===== src/rtl/pwm_pkg.sv =====
// Shared definitions for the multi-channel PWM generator: channel mode encodings
// and a helper that pulls one channel's field out of a flattened configuration bus.
package pwm_pkg;

  typedef enum logic [1:0] {
    PWM_LEFT   = 2'b00,
    PWM_RIGHT  = 2'b01,
    PWM_WINDOW = 2'b10,
    PWM_CENTER = 2'b11
  } pwm_mode_e;

  localparam int SLICE_BUS_W = 1024;
  localparam int SLICE_MAX_W = 64;

  // Returns field idx of the given width; callers cast the result to the field width.
  function automatic logic [SLICE_MAX_W-1:0] get_slice(
    input logic [SLICE_BUS_W-1:0] bus,
    input int                     idx,
    input int                     width
  );
    logic [SLICE_MAX_W-1:0] mask;
    mask = (SLICE_MAX_W'(1) << width) - SLICE_MAX_W'(1);
    return SLICE_MAX_W'(bus >> (idx * width)) & mask;
  endfunction

endpackage


===== src/rtl/pwm_chan_cmp.sv =====
// One PWM channel: shadowed mode/polarity/compare registers, the mode-dependent
// level compare against the shared counter, and the registered output.
module pwm_chan_cmp
  import pwm_pkg::*;
#(
  parameter int CNT_W = 16
) (
  input  logic             clk,
  input  logic             rst_n,
  input  logic             en,
  input  logic             load,
  input  logic [1:0]       cfg_mode,
  input  logic             cfg_polarity,
  input  logic [CNT_W-1:0] cfg_compare1,
  input  logic [CNT_W-1:0] cfg_compare2,
  input  logic [CNT_W-1:0] count,
  input  logic [CNT_W-1:0] period,
  output logic             pwm_out
);

  localparam int XW = CNT_W + 1;

  pwm_mode_e        mode_reg;
  logic             pol_reg;
  logic [CNT_W-1:0] cmp1_reg;
  logic [CNT_W-1:0] cmp2_reg;

  logic [XW-1:0] cnt_x;
  logic [XW-1:0] cmp1_x;
  logic [XW-1:0] cmp2_x;
  logic [XW-1:0] span_x;
  logic [XW-1:0] center_hi;
  logic          raw;

  always_ff @(posedge clk or negedge rst_n) begin
    if (!rst_n) begin
      mode_reg <= PWM_LEFT;
      pol_reg  <= 1'b0;
      cmp1_reg <= '0;
      cmp2_reg <= '0;
    end else if (load) begin
      mode_reg <= pwm_mode_e'(cfg_mode);
      pol_reg  <= cfg_polarity;
      cmp1_reg <= cfg_compare1;
      cmp2_reg <= cfg_compare2;
    end
  end

  // One extra bit so period+1 and the center upper bound never wrap.
  always_comb begin
    cnt_x     = {1'b0, count};
    cmp1_x    = {1'b0, cmp1_reg};
    cmp2_x    = {1'b0, cmp2_reg};
    span_x    = {1'b0, period} + XW'(1);
    center_hi = span_x - cmp1_x;
    raw       = 1'b0;
    case (mode_reg)
      PWM_LEFT:   raw = (cnt_x < cmp1_x);
      PWM_RIGHT:  raw = (cnt_x >= cmp1_x);
      PWM_WINDOW: raw = (cnt_x >= cmp1_x) && (cnt_x < cmp2_x);
      PWM_CENTER: raw = (cmp1_x <= span_x) && (cnt_x >= cmp1_x) && (cnt_x < center_hi);
      default:    raw = 1'b0;
    endcase
  end

  always_ff @(posedge clk or negedge rst_n) begin
    if (!rst_n) begin
      pwm_out <= 1'b0;
    end else if (en) begin
      pwm_out <= raw ^ pol_reg;
    end
  end

endmodule


===== src/rtl/pwm_gen_multi.sv =====
// Multi-channel PWM generator: prescaled shared period counter with double-buffered
// configuration that only switches at a period boundary.
module pwm_gen_multi
  import pwm_pkg::*;
#(
  parameter int NUM_CH  = 4,
  parameter int CNT_W   = 16,
  parameter int PRESC_W = 8
) (
  input  logic                    clk,
  input  logic                    rst_n,
  input  logic                    pwm_en,
  input  logic [CNT_W-1:0]        cfg_period,
  input  logic [PRESC_W-1:0]      cfg_prescale,
  input  logic [2*NUM_CH-1:0]     cfg_mode,
  input  logic [NUM_CH-1:0]       cfg_polarity,
  input  logic [CNT_W*NUM_CH-1:0] cfg_compare1,
  input  logic [CNT_W*NUM_CH-1:0] cfg_compare2,
  input  logic                    cfg_update,
  output logic [CNT_W-1:0]        count_val,
  output logic                    period_tick,
  output logic                    update_pending,
  output logic [NUM_CH-1:0]       pwm_out
);

  logic [PRESC_W-1:0] presc_cnt_reg;
  logic [PRESC_W-1:0] act_prescale_reg;
  logic [CNT_W-1:0]   count_reg;
  logic [CNT_W-1:0]   act_period_reg;
  logic               update_pending_reg;

  logic tick;
  logic at_top;
  logic swap_now;
  logic load_active;

  assign tick        = (presc_cnt_reg == act_prescale_reg);
  assign at_top      = (count_reg == act_period_reg);
  assign period_tick = pwm_en & tick & at_top;
  assign swap_now    = period_tick & (update_pending_reg | cfg_update);
  // While disabled the shadow set tracks the inputs so enabling starts from fresh values.
  assign load_active = ~pwm_en | swap_now;

  always_ff @(posedge clk or negedge rst_n) begin
    if (!rst_n) begin
      presc_cnt_reg      <= '0;
      count_reg          <= '0;
      update_pending_reg <= 1'b0;
    end else if (!pwm_en) begin
      presc_cnt_reg      <= '0;
      count_reg          <= '0;
      update_pending_reg <= 1'b0;
    end else begin
      if (tick) begin
        presc_cnt_reg <= '0;
        count_reg     <= at_top ? '0 : count_reg + CNT_W'(1);
      end else begin
        presc_cnt_reg <= presc_cnt_reg + PRESC_W'(1);
      end
      if (swap_now) begin
        update_pending_reg <= 1'b0;
      end else if (cfg_update) begin
        update_pending_reg <= 1'b1;
      end
    end
  end

  always_ff @(posedge clk or negedge rst_n) begin
    if (!rst_n) begin
      act_period_reg   <= '0;
      act_prescale_reg <= '0;
    end else if (load_active) begin
      act_period_reg   <= cfg_period;
      act_prescale_reg <= cfg_prescale;
    end
  end

  assign count_val      = count_reg;
  assign update_pending = update_pending_reg;

  for (genvar gi = 0; gi < NUM_CH; gi++) begin : g_ch
    logic [1:0]       ch_mode;
    logic [CNT_W-1:0] ch_cmp1;
    logic [CNT_W-1:0] ch_cmp2;

    assign ch_mode = 2'(get_slice(SLICE_BUS_W'(cfg_mode), gi, 2));
    assign ch_cmp1 = CNT_W'(get_slice(SLICE_BUS_W'(cfg_compare1), gi, CNT_W));
    assign ch_cmp2 = CNT_W'(get_slice(SLICE_BUS_W'(cfg_compare2), gi, CNT_W));

    pwm_chan_cmp #(
      .CNT_W(CNT_W)
    ) u_chan (
      .clk          (clk),
      .rst_n        (rst_n),
      .en           (pwm_en),
      .load         (load_active),
      .cfg_mode     (ch_mode),
      .cfg_polarity (cfg_polarity[gi]),
      .cfg_compare1 (ch_cmp1),
      .cfg_compare2 (ch_cmp2),
      .count        (count_reg),
      .period       (act_period_reg),
      .pwm_out      (pwm_out[gi])
    );
  end

endmodule


===== config.mk =====
export PLATFORM = sky130hd
export DESIGN_NAME = pwm_gen_multi
export DESIGN_NICKNAME = d
export VERILOG_FILES = /design/src/rtl/pwm_pkg.sv /design/src/rtl/pwm_chan_cmp.sv /design/src/rtl/pwm_gen_multi.sv
export SDC_FILE = /design/constraint.sdc
export NUM_CORES = 1
export LEC_CHECK = 0
export CORE_ASPECT_RATIO = 1.1
export CORE_MARGIN = 2
export CORE_UTILIZATION = 35
export DETAILED_ROUTE_END_ITERATION = 8
export PLACE_DENSITY = 0.63
export REMOVE_ABC_BUFFERS = 1
export SETUP_SLACK_MARGIN = 0.15
export SYNTH_ARGS = -nofsm -noshare
export SYNTH_HDL_FRONTEND = slang
export SYNTH_SLANG_ARGS = --single-unit

===== constraint.sdc =====
create_clock -name clk -period 8.75 [get_ports clk]
set_clock_uncertainty 0.15 [all_clocks]
set_input_delay 1.3125 -clock clk [delete_from_list [all_inputs] [get_ports clk]]
set_output_delay 1.3125 -clock clk [all_outputs]
set_load 0.02 [all_outputs]

==> summary.txt <==
Die
  • Starting Density: 35.31%
  • Die width: 203.1 µm
  • Site Rows: 80
  • Top Ports: 190
  • Std-Cell Core Area: 0.04324 mm²
  • Die area: 0.04531 mm²
  • Die Y: 223.1 µm

Setup path
  • Crit path max-delay family: simple AND/OR/NAND/NOR gates
  • CP bufs+invs: 0
  • CP max stage delay: 0.63 ns
  • Worst setup EP type: flop
  • Critical path's slowest cell: xnor2_1
  • CP cell instances: ha_1 -> nand3_2 -> nor2_1 -> nand2_1 -> xnor2_1 -> ha_1 -> a21oi_1 -> o21ai_0 -> or3b_2 -> o21ai_0 -> o21ai_0 -> a31oi_1 -> xor2_1 -> ha_1 -> nor3_1 -> o21ai_0 -> nor4_1 -> nor3_1 -> mux2i_1 -> o2111ai_1 -> and3_1 -> o31ai_1
  • Critical Path AT: 6.06 ns
  • Kind of critical path: flop to flop
  • Crit path max fanout: 9
  • Critical Path RT: 8.99 ns
  • CP startpoint kind: flop
  • CP most frequent cell: o21ai_0

Power and ir drop
  • Leak: 0.008680 µW
  • P per Cell Area: 153.8 mW/mm²
  • Maximum VDD drop: 0.1644 mV
  • Total chip power: 2844 µW

Drt
  • Wire per inst: 19.58 µm
  • Number of routed nets with antenna violations: 0
  • Iter 0 DRT Violations: 771
  • DR DRC count: 0
  • First-pass detailed-route iteration total: 5
  • Routed vias: 13,350
  • Final WL: 48.90 mm
  • Vias per Instance: 5.346

Placed design
  • Pre-CTS setup slack: 2.942 ns
  • Port Buf Inserts: 189
  • Post-DP HPWL: 35.48 mm
  • Placer Congestion: 0.8924
  • Placed Instances: 2,465

Global routing
  • First-pass GRT wire length: 75.53 mm
  • Total track usage: 21.82%
  • Grt ovf: 0
  • Largest net degree at the start of global routing: 257
  • Initial antenna violation count: 0
  • Number of global-route vias before repair: 13,500

STA
  • Final Setup Violations: 0
  • Pins Over Slew Limit: 0
  • Worst hold slack: 0.3459 ns
  • Final Cycle Share: 66.53%
  • Normalized max-slew margin: 16.35%
  • Final worst slack: 2.929 ns
  • Final hold violation count: 0
  • Fmax: 0.1718 GHz
  • Fin crit period: 5.821 ns
  • Least-Margin Pin Slew: 1.246 ns
  • RSZ-0062 raised after global routing: false

Synth
  • Post-synth EDFFs: 0
  • Post-synthesis sequential area ratio: 31.63%
  • Top FF cell, synth: dfrtp_1
  • Yosys warning count: 0
  • Post-Synthesis Cells: 1,724
  • Count of different cell masters after synthesis: 67
  • Syn Area/Cell: 8.856 µm²
  • Synthesis-stage register bit count: 193
  • Async set-reset flop share out of synthesis: 100.0%
  • Mapped Area: 0.01527 mm²

Cells and area
  • Layout cell share with drive strength beyond 1: 5.564%
  • Final Util: 42.75%
  • Nets: 2,333
  • Layout area overhead: 21.09%
  • Diodes inserted: 0
  • Fin cells: 2,497

CTS
  • H-tree Lvls: 4
  • CTS tree: done
  • Post-CTS Resized: 0
  • CTS Buffer Depth: 2
  • Hold-fix buffers, CTS: 0
  • Postcts setup bufs: 0
  • Reg clk slew, reported paths: 0.08 ns
  • Root Buffer Master: clkbuf_16
  • Total clock buffers created by CTS: 17
  • Clock sinks: 193
  • Clk_lat worst skew: 0.48 ns

Outcome
  • Status: finished, final reports clean

Run
  • Max_cap viols: 0

Min path
  • HP Class: flop to flop
routing by layer:
metal / GRT usage [%] / routed length (µm) / vias up
met5: 0 / 0 / -
met1: 28.28 / 21800 / 6337
met4: 10.24 / 1857 / 0
met3: 2.848 / 2310 / 91
li1: - / - / 6553
met2: 36.08 / 22930 / 367
worst paths after layout:
check,start,end,slack (ns),cells past startpoint
worst max-delay path,act_period_reg[0],g_ch[0].u_chan.pwm_out,2.93,22
worst min-delay path,g_ch[1].u_chan.cmp2_reg[0],g_ch[1].u_chan.cmp2_reg[0],0.35,1
worst max register to register,act_period_reg[0],g_ch[0].u_chan.pwm_out,2.93,22
worst min register to register,g_ch[1].u_chan.cmp2_reg[0],g_ch[1].u_chan.cmp2_reg[0],0.35,1
max in group asynchronous,rst_n,presc_cnt_reg[7],6.43,2
min in group asynchronous,rst_n,g_ch[1].u_chan.cmp1_reg[8],0.65,1
Yosys cell counts (13+ instances only):
library cell | count | area, µm²
inv_1 | 156 | 585.6
nor3_1 | 20 | 100.1
o21ai_0 | 177 | 885.9
nand4_1 | 37 | 231.5
ha_1 | 251 | 3141
a21oi_1 | 101 | 505.5
clkbuf_1 | 27 | 101.4
buf_2 | 13 | 65.06
nand2_1 | 195 | 732.0
a211oi_1 | 18 | 135.1
o21ai_1 | 32 | 160.2
o211ai_1 | 18 | 135.1
xor2_1 | 50 | 437.9
nor4_1 | 17 | 106.4
and3_1 | 14 | 87.58
nand3_1 | 38 | 190.2
mux2_2 | 36 | 405.4
nor2b_1 | 18 | 112.6
a21o_1 | 36 | 270.3
nand2b_1 | 25 | 156.4
nor2_1 | 57 | 214.0
dfrtp_1 | 193 | 4830
xnor2_1 | 48 | 420.4
worst reg2reg max path: stages, from the launching register on:
cell and delay [ns]:
dfrtp_1 0.57, ha_1 0.27, nand3_2 0.15, nor2_1 0.26, nand2_1 0.10, xnor2_1 0.63
ha_1 0.43, a21oi_1 0.15, o21ai_0 0.13, or3b_2 0.47, o21ai_0 0.24, o21ai_0 0.19
a31oi_1 0.23, xor2_1 0.09, ha_1 0.20, nor3_1 0.17, o21ai_0 0.13, nor4_1 0.40
nor3_1 0.09, mux2i_1 0.17, o2111ai_1 0.15, and3_1 0.19, o31ai_1 0.19
logic make-up after synthesis:
logic type	Yosys count	synth area share [%]
AO/OA/AOI/OAI	475	18.65
AND/OR/NAND/NOR	459	14.64
adder cells (fa/ha/maj)	255	21.09
buffers and inverters	200	5.122
flip-flops	193	31.63
XOR/XNOR	98	5.622
multiplexers	44	3.237
final cells by class:
class / count / area [µm²]
tap: 574 / 718.2
multi-input combinational: 1331 / 9664
clock inverter: 15 / 191.4
clock buffer: 17 / 425.4
inverter: 156 / 585.6
fill: 4330 / 24750
sequential: 193 / 4830
timing repair buffer: 211 / 2073
placed cells by master (no fill, tap or decap), types with 21 or more instances in the layout:
master / instances
inv_1: 156
buf_4: 21
xor2_1: 50
ha_1: 251
o21ai_0: 176
nand4_1: 37
nand2b_1: 25
a21oi_1: 101
nor2_1: 57
nand3_1: 38
nand2_1: 195
dfrtp_1: 193
mux2_2: 36
a21o_1: 36
xnor2_1: 48
clkdlybuf4s50_1: 188
o21ai_1: 33
report_power, final:
| group | switching (µW) | internal (µW) | leakage, µW | total, µW |
|---|---|---|---|---|
| Clock | 424 | 413 | 0.000297 | 837 |
| Sequential | 45.0 | 965 | 0.00237 | 1010 |
| Combinational | 558 | 439 | 0.00602 | 997 |
| Total | 1030 | 1820 | 0.00868 | 2840 |
stage by stage:
stage	cell area, µm²	TNS [ns]
after floorplan	15070	-372.74
after global placement	17870	0
after detailed placement	17870	0
after CTS	18490	0
after global routing	18490	0
final	18490	0
(Power assumes the default switching activity.)
